===== config.mk =====
export PLATFORM = sky130hd
export DESIGN_NAME = mem_arbiter
export DESIGN_NICKNAME = d
export VERILOG_FILES = /design/src/rtl/cpu_types_pkg.sv /design/src/rtl/mem_arbiter.sv
export SDC_FILE = /design/constraint.sdc
export NUM_CORES = 1
export LEC_CHECK = 0
export BUFFER_PORTS_ARGS = -buffer_cell sky130_fd_sc_hd__buf_2
export CAP_MARGIN = 5
export CELL_PAD_IN_SITES_DETAIL_PLACEMENT = 1
export CELL_PAD_IN_SITES_GLOBAL_PLACEMENT = 1
export CORE_MARGIN = 4
export CORE_UTILIZATION = 15
export CTS_BUF_LIST = sky130_fd_sc_hd__clkbuf_2
export DETAILED_ROUTE_END_ITERATION = 6
export PLACE_DENSITY = 0.91
export SLEW_MARGIN = 20
export SYNTH_ARGS = -nofsm -noshare
export SYNTH_HDL_FRONTEND = slang
export SYNTH_SLANG_ARGS = --single-unit

===== constraint.sdc =====
create_clock -name CLK -period 1.6 [get_ports CLK]
set_input_delay 0.16 -clock CLK [delete_from_list [all_inputs] [get_ports CLK]]
set_output_delay 0.16 -clock CLK [all_outputs]
set_load 0.02 [all_outputs]

===== src/rtl/cpu_types_pkg.sv =====
// Shared CPU-side types: word, RAM handshake state and memory arbiter state.
package cpu_types_pkg;

    localparam int unsigned WORD_W = 32;

    typedef logic [WORD_W-1:0] word_t;

    typedef enum logic [1:0] {
        FREE   = 2'd0,
        BUSY   = 2'd1,
        ACCESS = 2'd2,
        ERROR  = 2'd3
    } ramstate_t;

    typedef enum logic [1:0] {
        IDLE   = 2'd0,
        ISERVE = 2'd1,
        DSERVE = 2'd2
    } arb_state_t;

endpackage


===== src/rtl/mem_arbiter.sv =====
// Arbitrates one RAM port between instruction fetch and data accesses.
// Data normally wins; a bounded data streak guarantees fetch progress.
module mem_arbiter
    import cpu_types_pkg::*;
#(
    parameter int unsigned MAX_DSTREAK = 4,
    parameter logic [31:0] ERR_CODE    = 32'hBAD1_BAD1
) (
    input  logic        CLK,
    input  logic        nRST,
    input  logic        iREN,
    input  logic [31:0] iaddr,
    output logic        ihit,
    output logic [31:0] iload,
    input  logic        dREN,
    input  logic        dWEN,
    input  logic [31:0] daddr,
    input  logic [31:0] dstore,
    output logic        dhit,
    output logic [31:0] dload,
    output logic        ramREN,
    output logic        ramWEN,
    output logic [31:0] ramaddr,
    output logic [31:0] ramstore,
    input  logic [31:0] ramload,
    input  logic [1:0]  ramstate,
    output logic        memerr
);

    localparam int unsigned DSW = $clog2(MAX_DSTREAK + 1);

    arb_state_t     state_q, state_d;
    logic [DSW-1:0] dstreak_q, dstreak_d;

    ramstate_t rs;
    logic      dreq;
    logic      done;
    logic      err;
    logic      streak_full;

    assign rs          = ramstate_t'(ramstate);
    assign dreq        = dREN | dWEN;
    assign err         = (rs == ERROR);
    assign done        = (rs == ACCESS) || err;
    assign streak_full = (dstreak_q >= DSW'(MAX_DSTREAK));

    always_ff @(posedge CLK or negedge nRST) begin
        if (!nRST) begin
            state_q   <= IDLE;
            dstreak_q <= '0;
        end else begin
            state_q   <= state_d;
            dstreak_q <= dstreak_d;
        end
    end

    // RAM outputs and hits are combinational so a hit lands in the ACCESS cycle.
    always_comb begin
        state_d   = state_q;
        dstreak_d = dstreak_q;
        ihit      = 1'b0;
        iload     = '0;
        dhit      = 1'b0;
        dload     = '0;
        ramREN    = 1'b0;
        ramWEN    = 1'b0;
        ramaddr   = '0;
        ramstore  = '0;
        memerr    = 1'b0;

        case (state_q)
            IDLE: begin
                if (iREN && (!dreq || streak_full)) begin
                    state_d = ISERVE;
                end else if (dreq) begin
                    state_d = DSERVE;
                end
            end

            ISERVE: begin
                if (!iREN) begin
                    state_d = IDLE;
                end else begin
                    ramREN  = 1'b1;
                    ramaddr = iaddr;
                    if (done) begin
                        ihit      = 1'b1;
                        memerr    = err;
                        iload     = err ? ERR_CODE : ramload;
                        state_d   = IDLE;
                        dstreak_d = '0;
                    end
                end
            end

            DSERVE: begin
                if (!dreq) begin
                    state_d = IDLE;
                end else begin
                    ramaddr  = daddr;
                    ramstore = dstore;
                    ramWEN   = dWEN;
                    ramREN   = !dWEN;
                    if (done) begin
                        dhit    = 1'b1;
                        memerr  = err;
                        dload   = err ? ERR_CODE : ramload;
                        state_d = IDLE;
                        // Streak only counts data grants taken while fetch was waiting.
                        if (!iREN) begin
                            dstreak_d = '0;
                        end else if (!streak_full) begin
                            dstreak_d = dstreak_q + DSW'(1);
                        end
                    end
                end
            end

            default: state_d = IDLE;
        endcase
    end

endmodule


# Yosys cells after proc, flatten, opt, wreduce, memory -nomap -nowiden
# Index checks and enable logic that the tools add are counted.
classes:
  n_addsub: 1
  order_cmp: 1
  eq_ne: 10
  muxes: 38
  bitwise_logic: 1
  reduce_logical: 8
ops:
  columns: ["op", "n"]
  rows:
  - ["$mux W32", 10]
  - ["$pmux W32 S2", 1]
  - ["$mux W3", 6]
  - ["$mux W1", 12]
  - ["$mux W2", 5]
  - ["$ne A2 B2 Y1 const B", 4]
  - ["$eq A2 B2 Y1 const B", 3]
  - ["$ne A3 B3 Y1 const B", 2]
  - ["$pmux W2 S3", 1]
  - ["$pmux W3 S2", 1]
  - ["$reduce_and A6 Y1", 1]
  - ["$pmux W1 S2", 2]
  - ["$add A3 B1 Y3 const B", 1]
  - ["$ge A3 B3 Y1 const B", 1]
  - ["$eq A2 B1 Y1 const B", 1]
  - ["$logic_not A1 Y1", 2]
  - ["$logic_not A2 Y1", 1]
  - ["$logic_or A1 B1 Y1", 2]
  - ["$reduce_bool A2 Y1", 1]
  - ["$logic_and A1 B1 Y1", 1]
  - ["$or A1 B1 Y1", 1]
word_totals:
  reg_bits: 5
  inputBits: 135
  out_inout_bits: 133

# Longest topological paths before layout
logic_depth:
  ltp_word: 6
  ltp_mapped: 7

# Worst setup path after synthesis
# No wires, ideal clock.
synth_timing:
  path_type: "register -> output"
  start: "reg state_q[0]"
  end: "out dload[10]"
  t_arrival_ns: 1.539
  slack_ns: -0.099
  path_stages_with_launch: 8
  path_cell_list: "dfrtp_1 -> inv_1 -> ha_1 -> o21a_1 -> buf_4 -> nand2_4 -> buf_6 -> nor2_1"
synth_via:
  elab_chain_cells: 2
synth_lines:
  columns: ["element", "line_no", "text"]
  rows:
  - ["start, declared", "mem_arbiter.sv:32", "arb_state_t state_q, state_d;"]
  - ["start signal, assigned", "mem_arbiter.sv:52", "state_q <= state_d;"]
  - ["$eq A2 B2 Y1", "mem_arbiter.sv:71", "case (state_q)"]
  - ["$mux W32", "mem_arbiter.sv:71", null]
  - ["end, declared", "mem_arbiter.sv:20", "output logic [31:0] dload,"]
# No other way between the ends.

# Worst setup path in the final report
layout_timing:
  start: "reg state_q[0]"
  end: "out ramaddr[4]"
layout_via:
  elab_chain_cells: 2
  elab_cells_between_ends: 3
  cone_classes: "eq/ne: 2; mux: 1"
layout_lines:
  columns: ["element", "line_no", "text"]
  rows:
  - ["$eq A2 B2 Y1 or $eq A2 B1 Y1 (tied branches)", "mem_arbiter.sv:71", null]
  - ["$pmux W32 S2 (*)", "mem_arbiter.sv:71", null]
  - ["end, declared", "mem_arbiter.sv:23", "output logic [31:0] ramaddr,"]
# Mark *: on every way between the ends. The rest lies on a longest branch, timed or not.

==> impl_metrics.ini <==
[global_route]
gr-usage-all-layers = 0.185
initial_antenna_violation_count = 0
grt_start_max_net_pins = 34
number_of_global_route_vias_before_repair = 3458
overflow_left_after_global_routing = 0
grt_first_pass_wirelength_um = 18700

[finish]
final_design_area_no_fill_sq_um = 5500
flow.area_growth_from_synthesis_pct = 244
finish.cell_count_without_fillers = 707
drive_gt1_frac = 0.853
num_antenna_cells = 0
fillers = 1163
fin_nets = 712

[critical_path]
critical_path.cell_chain = buf_4, ha_4, and2_4, clkbuf_16, a22oi_2, nor2b_4, buf_6
cp-start-kind = flop
slowest_delay_ps = 390
critPathMaxFanout = 8
worst_ep_arrival_time_ps = 1760
critPathCaptureType = primary output
worstSetupPathType = reg2out
worstPathRequired_ps = 1440
critPathSlowestCell = sky130_fd_sc_hd__dfrtp_1

[pwr]
p_sw_mw = 3.19
finalPower_mw = 7.01
power.clock.fraction = 0.019
peakVddDrop_uv = 743
power-per-cell-area_nw_per_um2 = 1270
power_leakage_nw = 2.54
pwr-share-comb = 0.948
sw_frac_of_total = 0.455
internal-power_mw = 3.82
power.share.sequential = 0.032

[timing]
fin_setup_tns_ps = -32100
final.period_utilization = 1.20
setup-violations-final = 135
min_tclk_post_route_ps = 1920
finalClockSkew_ps = 3.35
timing_max_transition_violations_final = 0
final_critical_path_setup_slack_ps = -317
timing.fmax_mhz = 522
slew_headroom = 0.677
tightestPinTransition_ps = 483
finalHoldViolCount = 0
grt_setup_unrepaired = true

[floorplan]
fp.coreArea_sq_um = 10400
initial_standard_cell_utilization_of_the_core = 0.154
boundaryPins = 268
die_width_um = 111
die_h_um = 111
die_area_sq_um = 12400
rows = 37

[drt]
vias_per_cell = 4.72
detail_route.drc_violations = 0
detail_route.iter0.violations = 123
postRouteAntennaNets = 0
via_count = 3337
routed_wirelength_um = 15600
number_of_detailed_route_iterations_in_the_first_pass = 4
drt-wirelength-per-cell_um = 22.1

[logic_synthesis]
async_reset_ff_frac = 1.00
post_synth.cell_area_avg_sq_um = 5.95
synth_enable_flop_cells = 0
postSynthRegisterBits = 5
synthesis.area_sq_um = 1600
ys.flop_type = sky130_fd_sc_hd__dfrtp_1
synth_area_leaders = sky130_fd_sc_hd__nor2_1 (20%), sky130_fd_sc_hd__a22oi_1 (15%), sky130_fd_sc_hd__and2_1 (13%)
post_synth_inst_count = 269
post-synth-top-count-cell = sky130_fd_sc_hd__nor2_1
synth-seq-area-share = 0.0781
synthDominantCellAreaShare = 0.202
ys_warn_count = 0
yosys.area.top_type = sky130_fd_sc_hd__nor2_1
netlist_top_cells_count = sky130_fd_sc_hd__nor2_1 (86), sky130_fd_sc_hd__and2_1 (34), sky130_fd_sc_hd__nor2b_1 (34)
netlist-cell-type-count = 30
postSynthNetCount = 409

[cts]
worst_skew_pair.late_latency_ps = 240
tritoncts_num_sinks = 5
path_clk_slew_ps = 70
cts.root.buffer_cell = sky130_fd_sc_hd__clkbuf_2
cts_tree = yes
clock_tree.htree_level_count = 1
cts-buffers-inserted = 3
clock_tree.buffer_depth = 2

[worst_hold_path]
type_of_the_worst_min_delay_path = in2async

[place]
numPlacedInstances = 671
worst_setup_slack_after_placement_ps = -125
placement.cell_area_sq_um = 3450
dp.final_hpwl_um = 8790
buffer_ports.inserted = 267
place.gp.congestion = 0.846

[run_status]
violations_in_the_final_reports = setup timing
status = finished with violations

[flow_run]
cap_violations = 0
==> layout by cell type, fill, tap and decap left out, types with 3 or more instances in the layout <==
| cell | instances |
|---|---|
| sky130_fd_sc_hd__clkbuf_2 | 4 |
| sky130_fd_sc_hd__buf_8 | 4 |
| sky130_fd_sc_hd__inv_1 | 3 |
| sky130_fd_sc_hd__nor2b_2 | 20 |
| sky130_fd_sc_hd__clkbuf_16 | 9 |
| sky130_fd_sc_hd__ha_4 | 3 |
| sky130_fd_sc_hd__and2_1 | 14 |
| sky130_fd_sc_hd__a22oi_2 | 30 |
| sky130_fd_sc_hd__buf_6 | 127 |
| sky130_fd_sc_hd__nor2_2 | 10 |
| sky130_fd_sc_hd__and2_4 | 20 |
| sky130_fd_sc_hd__nor2_4 | 53 |
| sky130_fd_sc_hd__nor2b_1 | 4 |
| sky130_fd_sc_hd__nor2b_4 | 10 |
| sky130_fd_sc_hd__o211ai_1 | 3 |
| sky130_fd_sc_hd__nor2_1 | 23 |
| sky130_fd_sc_hd__buf_4 | 33 |
| sky130_fd_sc_hd__buf_12 | 10 |
| sky130_fd_sc_hd__nand2_1 | 17 |
| sky130_fd_sc_hd__mux2i_1 | 3 |
| sky130_fd_sc_hd__dfrtp_1 | 4 |
| sky130_fd_sc_hd__buf_2 | 135 |
==> power by group through the flow <==
stage	combinational [mW]	clock (mW)	sequential, mW
after global routing	6.94	0.141	0.235
after CTS	5.23	0.133	0.223
final	6.65	0.135	0.227
after global placement	3.69	0	0.215
after floorplan	2.39	0	0.207
after detailed placement	3.75	0	0.220
==> layout make-up <==
| cell class | count | area, sq um | area share |
|---|---|---|---|
| timing repair buffer | 323 | 2970 | 0.540 |
| multi-input combinational | 232 | 2180 | 0.396 |
| tap | 136 | 170 | 0.0309 |
| sequential | 5 | 126 | 0.0230 |
| inverter | 7 | 35.0 | 0.00637 |
| clock buffer | 4 | 20.0 | 0.00364 |
==> registers in the layout, indices dropped and copies added (netlist names) <==
register and count:
dstreak_q 3, state_q 2
==> kinds of logic after synthesis <==
group,count (synthesis),share of synthesized area
buffers and inverters,32,0.110
AOI/OAI and AO/OA,46,0.212
DFF,5,0.0781
adders and majority gates,5,0.0391
and+or+nand+nor,178,0.542
muxes,3,0.0188
==> per-layer routing <==
| layer | global-route usage | part of all wire | up-vias |
|---|---|---|---|
| met5 | 0 | 0 | - |
| met4 | 0.0592 | 0.032 | 0 |
| met3 | 0.0370 | 0.071 | 37 |
| met2 | 0.369 | 0.57 | 219 |
| met1 | 0.190 | 0.33 | 1593 |
| li1 | - | - | 1488 |
==> worst max-delay path: cells and delay by family (launching register included) <==
kind / cells / cell delay [ps]
AND/OR/NAND/NOR: 2 / 230
AO/OA/AOI/OAI: 1 / 250
buffers and inverters: 3 / 470
flip-flops: 1 / 390
adder cells (fa/ha/maj): 1 / 160
==> timing repair <==
action                     4_1_cts  5_1_grt
setup buffers                    3       16
hold buffers                     1        0
setup endpoints to repair      132      135
gates resized for setup        214      221
gates cloned                     6       11
hold endpoints to repair         5        0
pin swaps                        8       45
==> final timing paths <==
| path | end | cells past startpoint | slack (ps) | start |
|---|---|---|---|---|
| setup / recovery | ramaddr[4] | 7 | -320 | state_q[0] |
| hold / removal | dstreak_q[2] | 2 | 270 | nRST |
| hold reg to reg | dstreak_q[1] | 1 | 530 | dstreak_q[1] |
| setup reg to reg | state_q[1] | 8 | -220 | state_q[1] |
| max in group asynchronous | state_q[1] | 2 | 1180 | nRST |
| min in group CLK | dstreak_q[2] | 3 | 460 | dWEN |
==> per-stage QoR <==
| step | utilization | hold slack, ps |
|---|---|---|
| global placement | 0.333 | -13.6 |
| global route | 0.531 | 290 |
| CTS | 0.418 | 272 |
| floorplan | - | -136 |
| detailed placement | 0.333 | -7.39 |
| finish | 0.531 | 268 |
No activity file was read; power rests on OpenSTA's default activity.
